File: src/rtl/musb_div_unit.sv
// Sequential 32-bit DIV/DIVU unit for the MUSB EX stage.
// Restoring division on magnitudes, one quotient bit per cycle, sign-corrected at the end.
module musb_div_unit (
    input  logic        clk,
    input  logic        rst_n,
    input  logic        op_divs,
    input  logic        op_divu,
    input  logic [31:0] dividend,
    input  logic [31:0] divisor,
    input  logic        stall,
    input  logic        flush,
    output logic [31:0] quotient,
    output logic [31:0] remainder,
    output logic        done,
    output logic        ex_request_stall
);

    typedef enum logic [1:0] {
        StIdle,
        StRun,
        StDone
    } state_e;

    state_e      state;
    logic [31:0] dvd_sr;     // dividend bits shift out the top, quotient bits shift in the bottom
    logic [31:0] dvs_mag;
    logic [31:0] part_rem;   // always below the divisor, so 32 bits hold it between iterations
    logic [4:0]  count;
    logic        neg_q;
    logic        neg_r;
    logic        div_zero;

    logic        start;
    logic [31:0] dvd_abs;
    logic [31:0] dvs_abs;
    logic [32:0] rem_shift;
    logic [32:0] rem_trial;
    logic        q_bit;
    logic [31:0] rem_next;
    logic [31:0] q_mag;
    logic [31:0] q_final;
    logic [31:0] r_final;

    always_comb begin
        start            = (op_divs | op_divu) & (state == StIdle) & ~stall & ~flush;
        ex_request_stall = start | (state == StRun);

        dvd_abs = (op_divs & dividend[31]) ? (~dividend + 32'd1) : dividend;
        dvs_abs = (op_divs & divisor[31])  ? (~divisor + 32'd1)  : divisor;

        rem_shift = {part_rem, dvd_sr[31]};
        rem_trial = rem_shift - {1'b0, dvs_mag};
        q_bit     = ~rem_trial[32];
        rem_next  = q_bit ? rem_trial[31:0] : rem_shift[31:0];
        q_mag     = {dvd_sr[30:0], q_bit};

        // With a zero divisor every trial succeeds: magnitude quotient is all ones and the
        // remainder is |dividend|, which the remainder sign fix turns back into the dividend.
        if (div_zero) begin
            q_final = 32'hFFFF_FFFF;
        end else if (neg_q) begin
            q_final = ~q_mag + 32'd1;
        end else begin
            q_final = q_mag;
        end
        r_final = neg_r ? (~rem_next + 32'd1) : rem_next;
    end

    always_ff @(posedge clk) begin
        if (!rst_n) begin
            state     <= StIdle;
            dvd_sr    <= '0;
            dvs_mag   <= '0;
            part_rem  <= '0;
            count     <= '0;
            neg_q     <= 1'b0;
            neg_r     <= 1'b0;
            div_zero  <= 1'b0;
            quotient  <= '0;
            remainder <= '0;
            done      <= 1'b0;
        end else if (flush) begin
            state <= StIdle;
            done  <= 1'b0;
        end else begin
            unique case (state)
                StIdle: begin
                    if (start) begin
                        dvd_sr   <= dvd_abs;
                        dvs_mag  <= dvs_abs;
                        part_rem <= '0;
                        count    <= 5'd31;
                        neg_q    <= op_divs & (dividend[31] ^ divisor[31]);
                        neg_r    <= op_divs & dividend[31];
                        div_zero <= (divisor == 32'd0);
                        state    <= StRun;
                    end
                end
                StRun: begin
                    if (!stall) begin
                        part_rem <= rem_next;
                        dvd_sr   <= q_mag;
                        count    <= count - 5'd1;
                        if (count == 5'd0) begin
                            quotient  <= q_final;
                            remainder <= r_final;
                            done      <= 1'b1;
                            state     <= StDone;
                        end
                    end
                end
                StDone: begin
                    // Ops are still high for the retiring instruction; never restart from here.
                    if (!stall) begin
                        done  <= 1'b0;
                        state <= StIdle;
                    end
                end
                default: begin
                    state <= StIdle;
                    done  <= 1'b0;
                end
            endcase
        end
    end

endmodule

File: config.mk
export PLATFORM = sky130hd
export DESIGN_NAME = musb_div_unit
export DESIGN_NICKNAME = d
export VERILOG_FILES = /design/src/rtl/musb_div_unit.sv
export SDC_FILE = /design/constraint.sdc
export NUM_CORES = 1
export LEC_CHECK = 0
export ABC_AREA = 1
export CORE_AREA = 2 2 156 158
export CTS_CLUSTER_DIAMETER = 100
export DETAILED_ROUTE_END_ITERATION = 6
export DIE_AREA = 0 0 158 160
export DONT_BUFFER_PORTS = 1
export PLACE_DENSITY = 0.7
export SLEW_MARGIN = 40
export SYNTH_ARGS = -nofsm -noshare
export SYNTH_HDL_FRONTEND = slang
export SYNTH_SLANG_ARGS = --single-unit
File: constraint.sdc
create_clock -name clk -period 12.4 [get_ports clk]
set_input_delay 2.48 -clock clk [delete_from_list [all_inputs] [get_ports clk]]
set_output_delay 2.48 -clock clk [all_outputs]
set_load 0.02 [all_outputs]
==> metrics.yaml, run 1 <==
outcome: "finished, final reports clean"
p_leak_nw: 6.81
async_flop_share_pct: 0
worst_slew_pin_slew_ns: 0.715
final.period_utilization_pct: 46.8
nets: 2197
dp_hpwl_mm: 30.0
hold_end: "count[0]"
syn_nets: 2247
fin_util_pct: 56.4
cp-start-kind: "input port"
drv_slew: 0
yosys-top-cells-count: "nand2_1, inv_1, nor2_1"
root_buffer: "clkbuf_16"
post-cts-setup-buffer-count: 0
synthCells: 2138
path_clk_slew_ns: 0.07
seqCellArea_um2: 3420
vias_per_cell: 5.42
vias: 13140
grt_overflow_total: 0
grt_usage_pct: 30.9
first_global_vias: 12102
crit_chain: "nor2_1 -> o211ai_1 -> buf_4 -> nand2_1"
combPwrFrac_pct: 21.9
timing.final.ws_setup_ns: 6.60
cts.sinks: 171
p_int_w: 0.000931
clkPwrFrac_pct: 37.3
fp.dieH_um: 160
core_um2: 23800
cts_buffers: 17
synth_area_leaders: "dfxtp_1, nand2_1, inv_1"
cts_hold_buf: 0
synth.distinct_cells: 44
yosysMostFrequentCell: "nand2_1"
p_sw_w: 0.000484
ys_warn_count: 0
fmax_mhz: 172
stdcell_area_um2: 13400
seq_power_share_pct: 40.9
synth_edf_count: 0
drt_iter0_markers: 995
cp_slowest_stage_delay_ns: 0.24
fin_crit_ns: 5.80
cp_slowest_cell: "buf_4"
finalSetupViolations: 0
path_max_fanout: 29
cts_tree: "yes"
drv_cap: 0
end_kind: "output pin"
wl_per_cell_um: 16.0
ir_worst_vdd_v: 0.0000797
start_util_pct: 53.4
antenna_found_initial: 0
place_area_um2: 12900
cp.depth: 4
min_path_cells: 1
hp-class: "reg -> reg"
drc_errors: 0
avgSynthCellArea_um2: 5.95
dp_slack_ns: 6.61
die_x_um: 158
syn-cell-area_um2: 12700
syn_to_final_growth_pct: 5.57
grt_max_degree: 82
ys_ff_latch: 171
ant_nets: 0
min-delay-start: "count[0]"
floorplan.rows: 57
crit_required_ns: 9.92
reg2reg_depth: 30
htreeDepth: 4
rsz0062_at_grt: "no"
clockBufferDepth: 2
path_delay_family: "simple AND/OR/NAND/NOR gates"
multi_input_area_um2: 7780
critPathArrivalTime_ns: 3.32
diodes: 0
switching_share_pct: 34.2
synth.top_cell.area_share_pct: 26.9
dieArea_um2: 25300
ios: 136
finalWeightedCongestion: 0.988
timing.rr.end: "quotient[30]"
r2r_start: "dvd_sr[31]"
yosysSeqAreaShare_pct: 26.9
fin_tns_setup_ns: 0
synth_ff_type: "dfxtp_1"
cts_resized: 0
fillers: 2507
finalHoldViolCount: 0
drive_above_1_share_pct: 4.52
r2r_slack_ns: 7.41
insertion_delay_ns: 0.44
power.density_nw_per_um2: 105
port_buffers: 0
fin_skew_ns: 0.0119
drtPass1Iterations: 6
relSlewSlack_pct: 52.3
crit_type: "in -> out"
routed_wl_mm: 38.7
cp_num_buf_inv: 1
grt_pass1_wl_mm: 61.6
yosysTopAreaCell: "dfxtp_1"
[cell families after synthesis]
family                   share of synthesized area, %
AND/OR/NAND/NOR                                  34.8
AO/OA/AOI/OAI                                    17.4
buffers and inverters                            12.1
flip-flops                                       26.9
XOR/XNOR                                         4.89
adder cells (fa/ha/maj)                          3.90
[stage by stage]
step	power [W]	hold WS [ns]	std cells
floorplan	0.000823	0.431	2138
global placement	0.000890	0.444	2393
detailed placement	0.000893	0.454	2393
CTS	0.00142	0.465	2425
global route	0.00148	0.488	2425
finish	0.00142	0.468	2425
[sequential cells by signal, summed over array words and instances (netlist names), 2 cells and up]
| name | count |
|---|---|
| dvd_sr | 32 |
| state | 2 |
| dvs_mag | 32 |
| count | 5 |
| quotient | 32 |
| part_rem | 32 |
| remainder | 32 |
[cell type report]
| cell class | instances | area share (%) |
|---|---|---|
| clock inverters | 13 | 0.904 |
| inverters | 317 | 8.87 |
| multi-input cells | 1573 | 58.0 |
| well taps | 324 | 3.02 |
| repair buffers | 8 | 0.447 |
| flip-flops and latches | 171 | 25.5 |
| clock buffers | 19 | 3.30 |
[cell usage in the layout (no fill, tap or decap), drive strengths merged, types with 11 or more instances in the layout]
cell and instances:
o221ai 16, a21oi 163, clkbuf 19, nor4 11
inv 323, nor2 231, xor2 44, a31oi 12
nand4 21, o21ai 155, o211ai 32, nand3 91
xnor2 27, nand2 656, dfxtp 171, nor3 32
ha 38
[power groups by stage]
stage	sequential, W	combinational (W)	clock [W]
2_1_floorplan	0.000585	0.000238	0
3_3_place_gp	0.000590	0.000300	0
3_5_place_dp	0.000591	0.000303	0
4_1_cts	0.000578	0.000305	0.000534
5_1_grt	0.000580	0.000348	0.000554
6_report	0.000579	0.000310	0.000527
[metal layers]
metal / part of all wire [%] / vias up / track usage, %
li1: - / 6738 / -
met1: 44 / 5948 / 40.0
met2: 46 / 375 / 50.0
met3: 6.2 / 79 / 6.16
met4: 3.9 / 0 / 12.9
met5: 0 / - / 0
[how the worst max path moves through the flow]
| stage | from | end | slack [ns] |
|---|---|---|---|
| 3_3_place_gp | flush | quotient[8] | 6.61 |
| 5_1_grt | flush | ex_request_stall | 6.51 |
| 2_1_floorplan | flush | ex_request_stall | 6.99 |
| 6_report | flush | ex_request_stall | 6.60 |
| 3_5_place_dp | flush | ex_request_stall | 6.61 |
| 4_1_cts | flush | ex_request_stall | 6.61 |
Power figures use the tool's default switching activity.
==> run 2: changes to the inputs <==
==> constraint.sdc (replaced) <==
create_clock -name clk -period 5.9 [get_ports clk]
set_input_delay 1.18 -clock clk [delete_from_list [all_inputs] [get_ports clk]]
set_output_delay 1.18 -clock clk [all_outputs]
set_load 0.02 [all_outputs]
==> run 2 against run 1 <==
  * Count of clock-buffer cells in the layout decreased by 1
  * Clock power rose by 120%
  * Sequential share of layout area down 0.11 points
  * Die area unchanged
  * Worst setup slack worse by 5.5 ns
  * Flip-flop and latch count is the same
  * Total power increased by 120%
  * Critical path depth up 26
  * Register-to-register slack got worse by 6.3 ns
  * Final cell count barely moved
  * Final area rose by 0.46%
  * Largest power group unchanged
  * Highest routed layer unchanged
==> metrics.yaml, run 2 (synthesis gave the netlist of run 1 again) <==
outcome: "finished, final reports clean"  # unchanged
htreeDepth: 4  # unchanged
fin_util_pct: 56.6  # was 56.4%
worst_slew_pin_slew_ns: 0.726  # was 0.715 ns
start_util_pct: 53.4  # unchanged
fin_tns_setup_ns: 0  # unchanged
cts_hold_buf: 0  # unchanged
antenna_found_initial: 0  # unchanged
crit_type: "reg -> reg"  # was in -> out
finalSetupViolations: 0  # unchanged
power.density_nw_per_um2: 227  # was 105 nW/um2
drive_above_1_share_pct: 4.61  # was 4.52%
wl_per_cell_um: 16.5  # was 16.0 um
fin_crit_ns: 4.79
most-common-layout-cells: "nand2_1, inv_1, nor2_1"  # unchanged
combPwrFrac_pct: 21.7  # was 21.9%
fin_skew_ns: 0.0158  # was 0.0119 ns
cts.sinks: 171  # unchanged
drv_slew: 0  # unchanged
port_buffers: 0  # unchanged
grt_overflow_total: 0  # unchanged
rsz0062_at_grt: "no"  # unchanged
cp_slowest_cell: "fa_1"  # was buf_4
drc_errors: 0  # unchanged
clockBufferDepth: 2  # unchanged
ant_nets: 0  # unchanged
die_x_um: 158  # unchanged
grt_pass1_wl_mm: 63.5  # was 61.6 mm
critPathArrivalTime_ns: 5.18  # was 3.32 ns
final_common_cell: "nand2_1"  # unchanged
final.period_utilization_pct: 81.1
seq_power_share_pct: 39.7  # was 40.9%
finalWeightedCongestion: 1.02  # was 0.988
diodes: 0  # unchanged
fillers: 2529  # was 2507
drt_iter0_markers: 1322  # was 995
end_kind: "flip-flop"  # was output pin
routed_wl_mm: 40.0  # was 38.7 mm
vias_per_cell: 5.41  # was 5.42
crit_top_cell: "nand2_1"
drv_cap: 0  # unchanged
first_global_vias: 12033  # was 12102
ir_worst_vdd_v: 0.000206  # was 0.0000797 V
fp.dieH_um: 160  # unchanged
cts_tree: "yes"  # unchanged
dieArea_um2: 25300  # unchanged
drtPass1Iterations: 5  # was 6
root_buffer: "clkbuf_16"  # unchanged
core_um2: 23800  # unchanged
post-cts-setup-buffer-count: 0  # unchanged
ios: 136  # unchanged
switching_share_pct: 34.5  # was 34.2%
hp-class: "reg -> reg"  # unchanged
cts_resized: 0  # unchanged
dp_hpwl_mm: 30.9  # was 30.0 mm
fmax_mhz: 209
path_clk_slew_ns: 0.07  # about the same
path_max_fanout: 44  # was 29
nets: 2199  # was 2197
insertion_delay_ns: 0.45  # was 0.44 ns
syn_to_final_growth_pct: 6.05  # was 5.57%
grt_max_degree: 82  # unchanged
relSlewSlack_pct: 51.5  # was 52.3%
floorplan.rows: 57  # unchanged
cts_buffers: 17  # unchanged
finalHoldViolCount: 0  # unchanged
p_leak_nw: 6.84  # was 6.81 nW
p_int_w: 0.00201  # was 0.000931 W
clkPwrFrac_pct: 38.7  # was 37.3%
p_sw_w: 0.00106  # was 0.000484 W
power_w: 0.00306  # was 0.00142 W
crit_required_ns: 6.29  # was 9.92 ns
grt_usage_pct: 31.9  # was 30.9%
cp-start-kind: "flip-flop"  # was input port
vias: 13135  # was 13140
cp_slowest_stage_delay_ns: 0.39  # was 0.24 ns
## run 2: path summary, 6_finish.rpt
check | slack [ns] | to | startpoint | depth (start not counted)
max | 1.11 | quotient[30] | dvd_sr[31] | 30
min | 0.47 | count[0] | count[0] | 1
max reg2reg | 1.11 | quotient[30] | dvd_sr[31] | 30
min reg2reg | 0.47 | count[0] | count[0] | 1
## run 2: final cells by class
type	count	area [um2]	area share, %
clock buffer	18	439	3.26
clock inverter	14	176	1.31
inverter	317	1190	8.82
multi-input combinational	1573	7780	57.7
sequential	171	3420	25.4
tap	324	405	3.01
timing repair buffer	10	75.1	0.557
## run 2: layer usage
metal | wire length, um | vias up | GRT usage, %
met4 | 1160 | 0 | 10.5
li1 | - | 6733 | -
met1 | 18100 | 5950 | 42.8
met3 | 2370 | 65 | 5.13
met5 | 0 | - | 0
met2 | 18400 | 387 | 52.3
## run 2: through the flow
stage | instance area (um2) | hold WS (ns) | std cells | setup slack [ns]
after detailed placement | 12900 | 0.453 | 2395 | 1.23
after global placement | 12900 | 0.448 | 2395 | 1.35
after CTS | 13500 | 0.464 | 2427 | 1.18
after floorplan | 12700 | 0.431 | 2138 | 1.59
final | 13500 | 0.467 | 2427 | 1.11
after global routing | 13500 | 0.491 | 2427 | 0.602
## run 2: power groups by stage
stage               combinational [W]  clock, W  sequential [W]
floorplan                    0.000500         0         0.00123
global placement             0.000647         0         0.00124
detailed placement           0.000649         0         0.00124
CTS                          0.000654   0.00119         0.00121
global route                 0.000743   0.00124         0.00122
finish                       0.000663   0.00118         0.00122
## run 2: critical path: cells and delay by family, from the launching register on
family | cells | cell delay (ns)
AO/OA/AOI/OAI | 2 | 0.25
adder cells (fa/ha/maj) | 3 | 0.86
buffers and inverters | 3 | 0.19
flip-flops | 1 | 0.33
AND/OR/NAND/NOR | 22 | 3.09
